==> config.mk <==
export PLATFORM = sky130hd
export DESIGN_NAME = fetch_seq
export DESIGN_NICKNAME = d
export VERILOG_FILES = /design/src/rtl/fetch_pkg.sv /design/src/rtl/fetch_seq.sv
export SDC_FILE = /design/constraint.sdc
export NUM_CORES = 1
export LEC_CHECK = 0
export ABC_AREA = 1
export CORE_MARGIN = 8
export CORE_UTILIZATION = 37
export CTS_CLUSTER_SIZE = 14
export DETAILED_ROUTE_END_ITERATION = 8
export MAX_ROUTING_LAYER = met4
export PLACE_DENSITY = 0.85
export SLEW_MARGIN = 20
export SYNTH_ARGS = -nofsm -noshare
export SYNTH_HDL_FRONTEND = slang
export SYNTH_SLANG_ARGS = --single-unit
==> constraint.sdc <==
create_clock -name clk -period 1.2 [get_ports clk]
set_input_delay 0.18 -clock clk [delete_from_list [all_inputs] [get_ports clk]]
set_output_delay 0.18 -clock clk [all_outputs]
set_load 0.03 [all_outputs]
==> src/rtl/fetch_pkg.sv <==
// Shared types and default widths for the instruction fetch sequencer.
package fetch_pkg;

    localparam int         PC_W_DEF     = 8;
    localparam int         INSTR_W_DEF  = 16;
    localparam logic [7:0] RESET_PC_DEF = 8'h00;

    typedef enum logic [2:0] {
        IDLE,
        REQ,
        HOLD,
        DRAIN,
        HALTED
    } state_e;

endpackage

==> src/rtl/fetch_seq.sv <==
// Fetch sequencer: drives the external pc register's D input, issues one
// instruction-memory read at a time and hands the word to the decoder.
module fetch_seq
    import fetch_pkg::*;
#(
    parameter int              PC_W     = PC_W_DEF,
    parameter int              INSTR_W  = INSTR_W_DEF,
    parameter logic [PC_W-1:0] RESET_PC = PC_W'(RESET_PC_DEF)
) (
    input  logic               clk,
    input  logic               rst_n,
    input  logic [PC_W-1:0]    pc_q,
    output logic [PC_W-1:0]    pc_d,
    output logic               imem_req,
    output logic [PC_W-1:0]    imem_addr,
    input  logic               imem_ack,
    input  logic [INSTR_W-1:0] imem_data,
    output logic [INSTR_W-1:0] instr,
    output logic               instr_valid,
    input  logic               instr_ready,
    input  logic               br_taken,
    input  logic [PC_W-1:0]    br_target,
    input  logic               halt
);

    state_e             state_q, state_d;
    logic [PC_W-1:0]    addr_q, addr_d;
    logic [INSTR_W-1:0] instr_q, instr_d;
    logic               valid_q, valid_d;

    always_comb begin
        state_d = state_q;
        addr_d  = addr_q;
        instr_d = instr_q;
        valid_d = valid_q;
        pc_d    = pc_q;

        if (br_taken && state_q != HALTED)
            pc_d = br_target;
        else if (state_q == REQ && imem_ack)
            pc_d = pc_q + PC_W'(1);

        unique case (state_q)
            IDLE: state_d = halt ? HALTED : REQ;
            REQ: begin
                if (imem_ack) begin
                    // A redirect racing the ack squashes the word and refetches.
                    state_d = br_taken ? REQ : HOLD;
                    if (!br_taken) begin
                        instr_d = imem_data;
                        valid_d = 1'b1;
                    end
                end else if (br_taken) begin
                    state_d = DRAIN;
                end
            end
            HOLD: begin
                if (br_taken)
                    state_d = REQ;
                else if (instr_ready)
                    state_d = halt ? HALTED : REQ;
                if (br_taken || instr_ready)
                    valid_d = 1'b0;
            end
            DRAIN:   if (imem_ack) state_d = REQ;
            HALTED:  state_d = HALTED;
            default: state_d = IDLE;
        endcase

        // Every entry into REQ (including REQ->REQ on ack) starts a new read.
        if (state_d == REQ && (state_q != REQ || imem_ack))
            addr_d = pc_d;

        if (!rst_n)
            pc_d = RESET_PC;
    end

    always_ff @(posedge clk) begin
        if (!rst_n) begin
            state_q <= IDLE;
            addr_q  <= RESET_PC;
            instr_q <= '0;
            valid_q <= 1'b0;
        end else begin
            state_q <= state_d;
            addr_q  <= addr_d;
            instr_q <= instr_d;
            valid_q <= valid_d;
        end
    end

    assign imem_req    = (state_q == REQ) || (state_q == DRAIN);
    assign imem_addr   = addr_q;
    assign instr       = instr_q;
    assign instr_valid = valid_q;

endmodule

Yosys cells after proc, flatten, opt, wreduce, memory -nomap -nowiden

Cells that the tools add are included.
Widths: inputs -> output; s select.

Register bits after elaboration: 28
Output and inout port bits: 34
Word-level logic and storage cells: 41

$add $sub $neg: 1
Equality and inequality tests: 10
Muxes and demuxes: 15
Bitwise gates (word level): 1
Reductions and logical operators: 10

Operators with widths:

| cell                | number |
|---|---|
| $mux 8              | 3 |
| $mux 3              | 6 |
| $pmux 3 s5          | 1 |
| $add 8x1->8 const B | 1 |
| $eq 3x1->1 const B  | 2 |
| $eq 3x2->1 const B  | 2 |
| $ne 2x2->1 const B  | 3 |
| $reduce_and 4->1    | 1 |
| $eq 3x3->1 const B  | 1 |
| $logic_and 1x1->1   | 3 |
| $logic_not 3->1     | 1 |
| $logic_or 1x1->1    | 3 |
| $mux 1              | 3 |
| $ne 3x1->1 const B  | 1 |
| $ne 3x3->1 const B  | 1 |
| $reduce_and 3->1    | 1 |
| $mux 2              | 1 |
| $pmux 1 s2          | 1 |
| $reduce_bool 2->1   | 1 |
| $not 1->1           | 1 |

Longest topological paths before layout

Word-level depth: 6
Gate-level depth with buffers: 11

Worst setup path before layout

OpenSTA, ideal clock, no wires.

Path type: reg2out
Start point: reg state_q[2]
End point: out pc_d[5]
Data arrival time: 1.439 ns
Slack: -0.419 ns
Stages on the path, launching flop included: 11
Path through: dfxtp_1 > inv_2 > nand3_1 > nor2_1 > buf_4 > nand3_1 > nand2_1 > nand2_1 > nand2_1 > nand2_1 > nor2_1

Word-level cells in the longest chain between the ends: 5
Elaborated cells on any way between the ends: 7
Classes of those cells: 2 x eq/ne; 3 x mux; 2 x reduce/logical

Ends and longest elaborated chain:

| element                | line            | text |
|---|---|---|
| start, declared        | fetch_seq.sv:26 | `state_e state_q, state_d;` |
| start signal, assigned | fetch_seq.sv:85 | `state_q <= state_d;` |
| $eq 3x1->1             | fetch_seq.sv:40 | `else if (state_q == REQ && imem_ack)` |
| $logic_and 1x1->1      | fetch_seq.sv:40 |  |
| $mux 8                 | fetch_seq.sv:40 |  |
| $mux 8 (*)             | fetch_seq.sv:38 | `if (br_taken && state_q != HALTED)` |
| $mux 8 (*)             | fetch_seq.sv:74 | `if (!rst_n)` |
| end, declared          | fetch_seq.sv:13 | `output logic [PC_W-1:0] pc_d,` |

Mark *: on every way between the ends. The rest lies on a longest branch, timed or not.

Final worst setup path

Ends and elaborated chain as after synthesis.

==> reports/metrics.cfg <==
[finish]
utilization = 0.8277
syn_to_final_growth_pct = 116.4
nets = 416
design_area_um2 = 3311
final_cells = 426
antenna_cells = 0
nFillCells = 218
drive_gt1_frac = 0.5479

[synthesis]
ys_ff_latch = 28
ys_types = 26
synth-warning-count = 0
synthCells = 244
avgSynthCellArea_um2 = 6.271
syn-cell-area_um2 = 1530
ys_seq_area_frac = 0.3663
synthesis.nets = 283

[pwr]
combPwrFrac = 0.476
power_density_nw_per_um2 = 948.2
switching_share = 0.3595
clockPowerShare = 0.184
netSwitchingPower_mw = 1.128
p_leak_nw = 1.550
seq_power_share = 0.340
p_int_mw = 2.011
ir_drop_uv = 973.7
finalPower_mw = 3.139

[global_route]
grt_max_degree = 16
gr-total-overflow = 0
grt_util_all_layers = 0.1783
grt_pass1_wl_mm = 9.011
antenna_found_initial = 0
grt_pass1_vias = 2026

[clock_network]
ctsHtreeMaxLevel = 1
cts_sinks = 28
clkTransAtPathRegs_ns = 0.09
cts_tree = yes
cts_hold_buffers = 0
clock_latency_ns = 0.27
cts_inserted_buffers = 3
cts_buffer_depth = 2
ctsRootBufferMaster = clkbuf_8

[timing]
rsz0062_at_grt = true
finalHoldViolCount = 0
layout_setup_ws_ns = -0.6423
setup_viol = 36
tightest_slew_ns = 0.3852
relSlewSlack = 0.7405
skew_ns = 0.001228
clock.fmax_mhz = 542.8
hold_ws_ns = 0.4929
slew_violations = 0
fin_crit_sh = 1.535
post-route-min-period_ns = 1.842

[floorplanning]
row_count = 23
start_util = 0.3825
die_h_um = 80.31
die_w_um = 80.31
dieArea_um2 = 6450
core_um2 = 4000
io_pins = 72

[placement]
postPlaceCellArea_um2 = 2581
gp_congestion = 0.8329
dp_hpwl_mm = 3.869
io_buffers = 71
dpl.cell_count = 393

[worst_setup_path]
worst_path_max_delay_cell = dfxtp_2
required_ns = 1.02
arrival_ns = 1.66
end_kind = output port
rrSetupSlack_ns = -0.55
critical_path.most_common_cell = buf_6
cp-start-kind = register
cp_cell_sequence = inv_4 -> nand3_4 -> nor2_4 -> buf_6 -> buf_6 -> nand4_1 -> nand2_1 -> nand2_1 -> nand2_2 -> nor2_4 -> buf_6
critPathKind = reg -> out
slowest_delay_ns = 0.35
cp_max_fo = 5

[route]
drc = 0
post_drt_wl_per_cell_um = 15.11
first_iter_violations = 122
drtPass1Iterations = 4
highest_layer = met4
via_per_inst = 4.918
drt-met1-wl_mm = 2.536
vias = 2095
wl_met2_mm = 3.458
drt-total-wl_mm = 6.436
route.met3.wl_um = 290
antenna_left = 0

[run_status]
violations = negative setup slack
status = finished with violations

[min_path]
hold_class = reg -> reg

[flow_run]
maxCapViolCount = 0

==> logic make-up after synthesis <==
| group | synth area share |
|---|---|
| AO/OA/AOI/OAI | 0.1186 |
| adder cells (fa/ha/maj) | 0.008175 |
| flip-flops | 0.3663 |
| buffers and inverters | 0.08994 |
| AND/OR/NAND/NOR | 0.4170 |
==> through the flow <==
step / setup TNS [ns] / worst slack [ns]
2_1_floorplan: -2.959 / -0.2176
3_3_place_gp: -18.87 / -0.8377
3_5_place_dp: -20.16 / -0.9050
4_1_cts: -9.511 / -0.5976
5_1_grt: -14.98 / -0.7271
6_report: -12.09 / -0.6423
==> cell usage after synthesis, drive strengths merged <==
cell    number  area (um2)
clkinv       2       7.510
clkbuf       3       11.26
and2         3       18.77
a31oi        1       6.260
a21oi        8       43.79
nor3         1       5.000
nor2        65       254.0
or2          4       25.02
buf          4       27.52
nand2       65       269.0
nand4        1       6.260
ha           1       12.51
inv         23       91.34
nand3       11       60.06
o21ai       24       131.4
dfxtp       28       560.5
==> sequential cells by signal, summed over array words and instances, names as in the netlist <==
register	flops
instr	16
imem_addr	8
state_q	3
instr_valid	1
==> cells in the final DEF (no fill, tap or decap), drive strengths merged <==
master         Yosys  final
dlymetal6s2s       0      1
dfxtp             28     28
dlygate4sd2        0      6
nor3               1      1
nand4              1      1
ha                 1      1
or2                4      4
o21ai             24     24
clkinv             2      2
inv               23     23
clkbuf             3      9
clkdlybuf4s50      0     30
a31oi              1      1
a21oi              8      8
and2               3      3
nand2             65     66
nor2              65     65
nand3             11     11
buf                4     92
==> area by class of cell <==
cell class	instances	area, um2	share of cell area
clock buffers	4	55.05	0.01663
well taps	50	62.56	0.01890
flip-flops and latches	28	569.3	0.1720
inverters	25	121.4	0.03666
multi-input cells	185	1207	0.3647
repair buffers	134	1295	0.3912
==> critical path, delay by kind of cell, from the launching register on <==
family	cells	cell delay [ns]
buffers and inverters	4	0.46
and+or+nand+nor	7	0.59
DFF	1	0.35
==> power by group through the flow <==
stage                     sequential [mW]  combinational [mW]  clock, mW
after global routing                 1.08                1.60      0.636
after floorplan                      1.20               0.475          0
after CTS                            1.06                1.35      0.586
after global placement               1.07                1.11          0
final                                1.07                1.49      0.577
after detailed placement             1.08                1.13          0
==> per-layer routing <==
layer,global-route usage,vias up
met5,-,-
met4,0.04364,0
met1,0.1857,983
li1,-,1028
met2,0.3371,70
met3,0.02902,14
==> timing repair <==
item	in CTS	in global routing
setup buffers	21	11
gates resized for setup	113	71
gates cloned	4	0
pin swaps	27	39
endpoints found under the setup margin	41	42
==> worst paths after layout <==
kind	startpoint	end	cells past startpoint
hold / removal	instr[15]	instr[15]	2
setup reg to reg	state_q[2]	imem_addr[1]	14
hold reg to reg	instr[15]	instr[15]	2
setup / recovery	state_q[2]	pc_d[5]	11
Power figures use the tool's default switching activity.
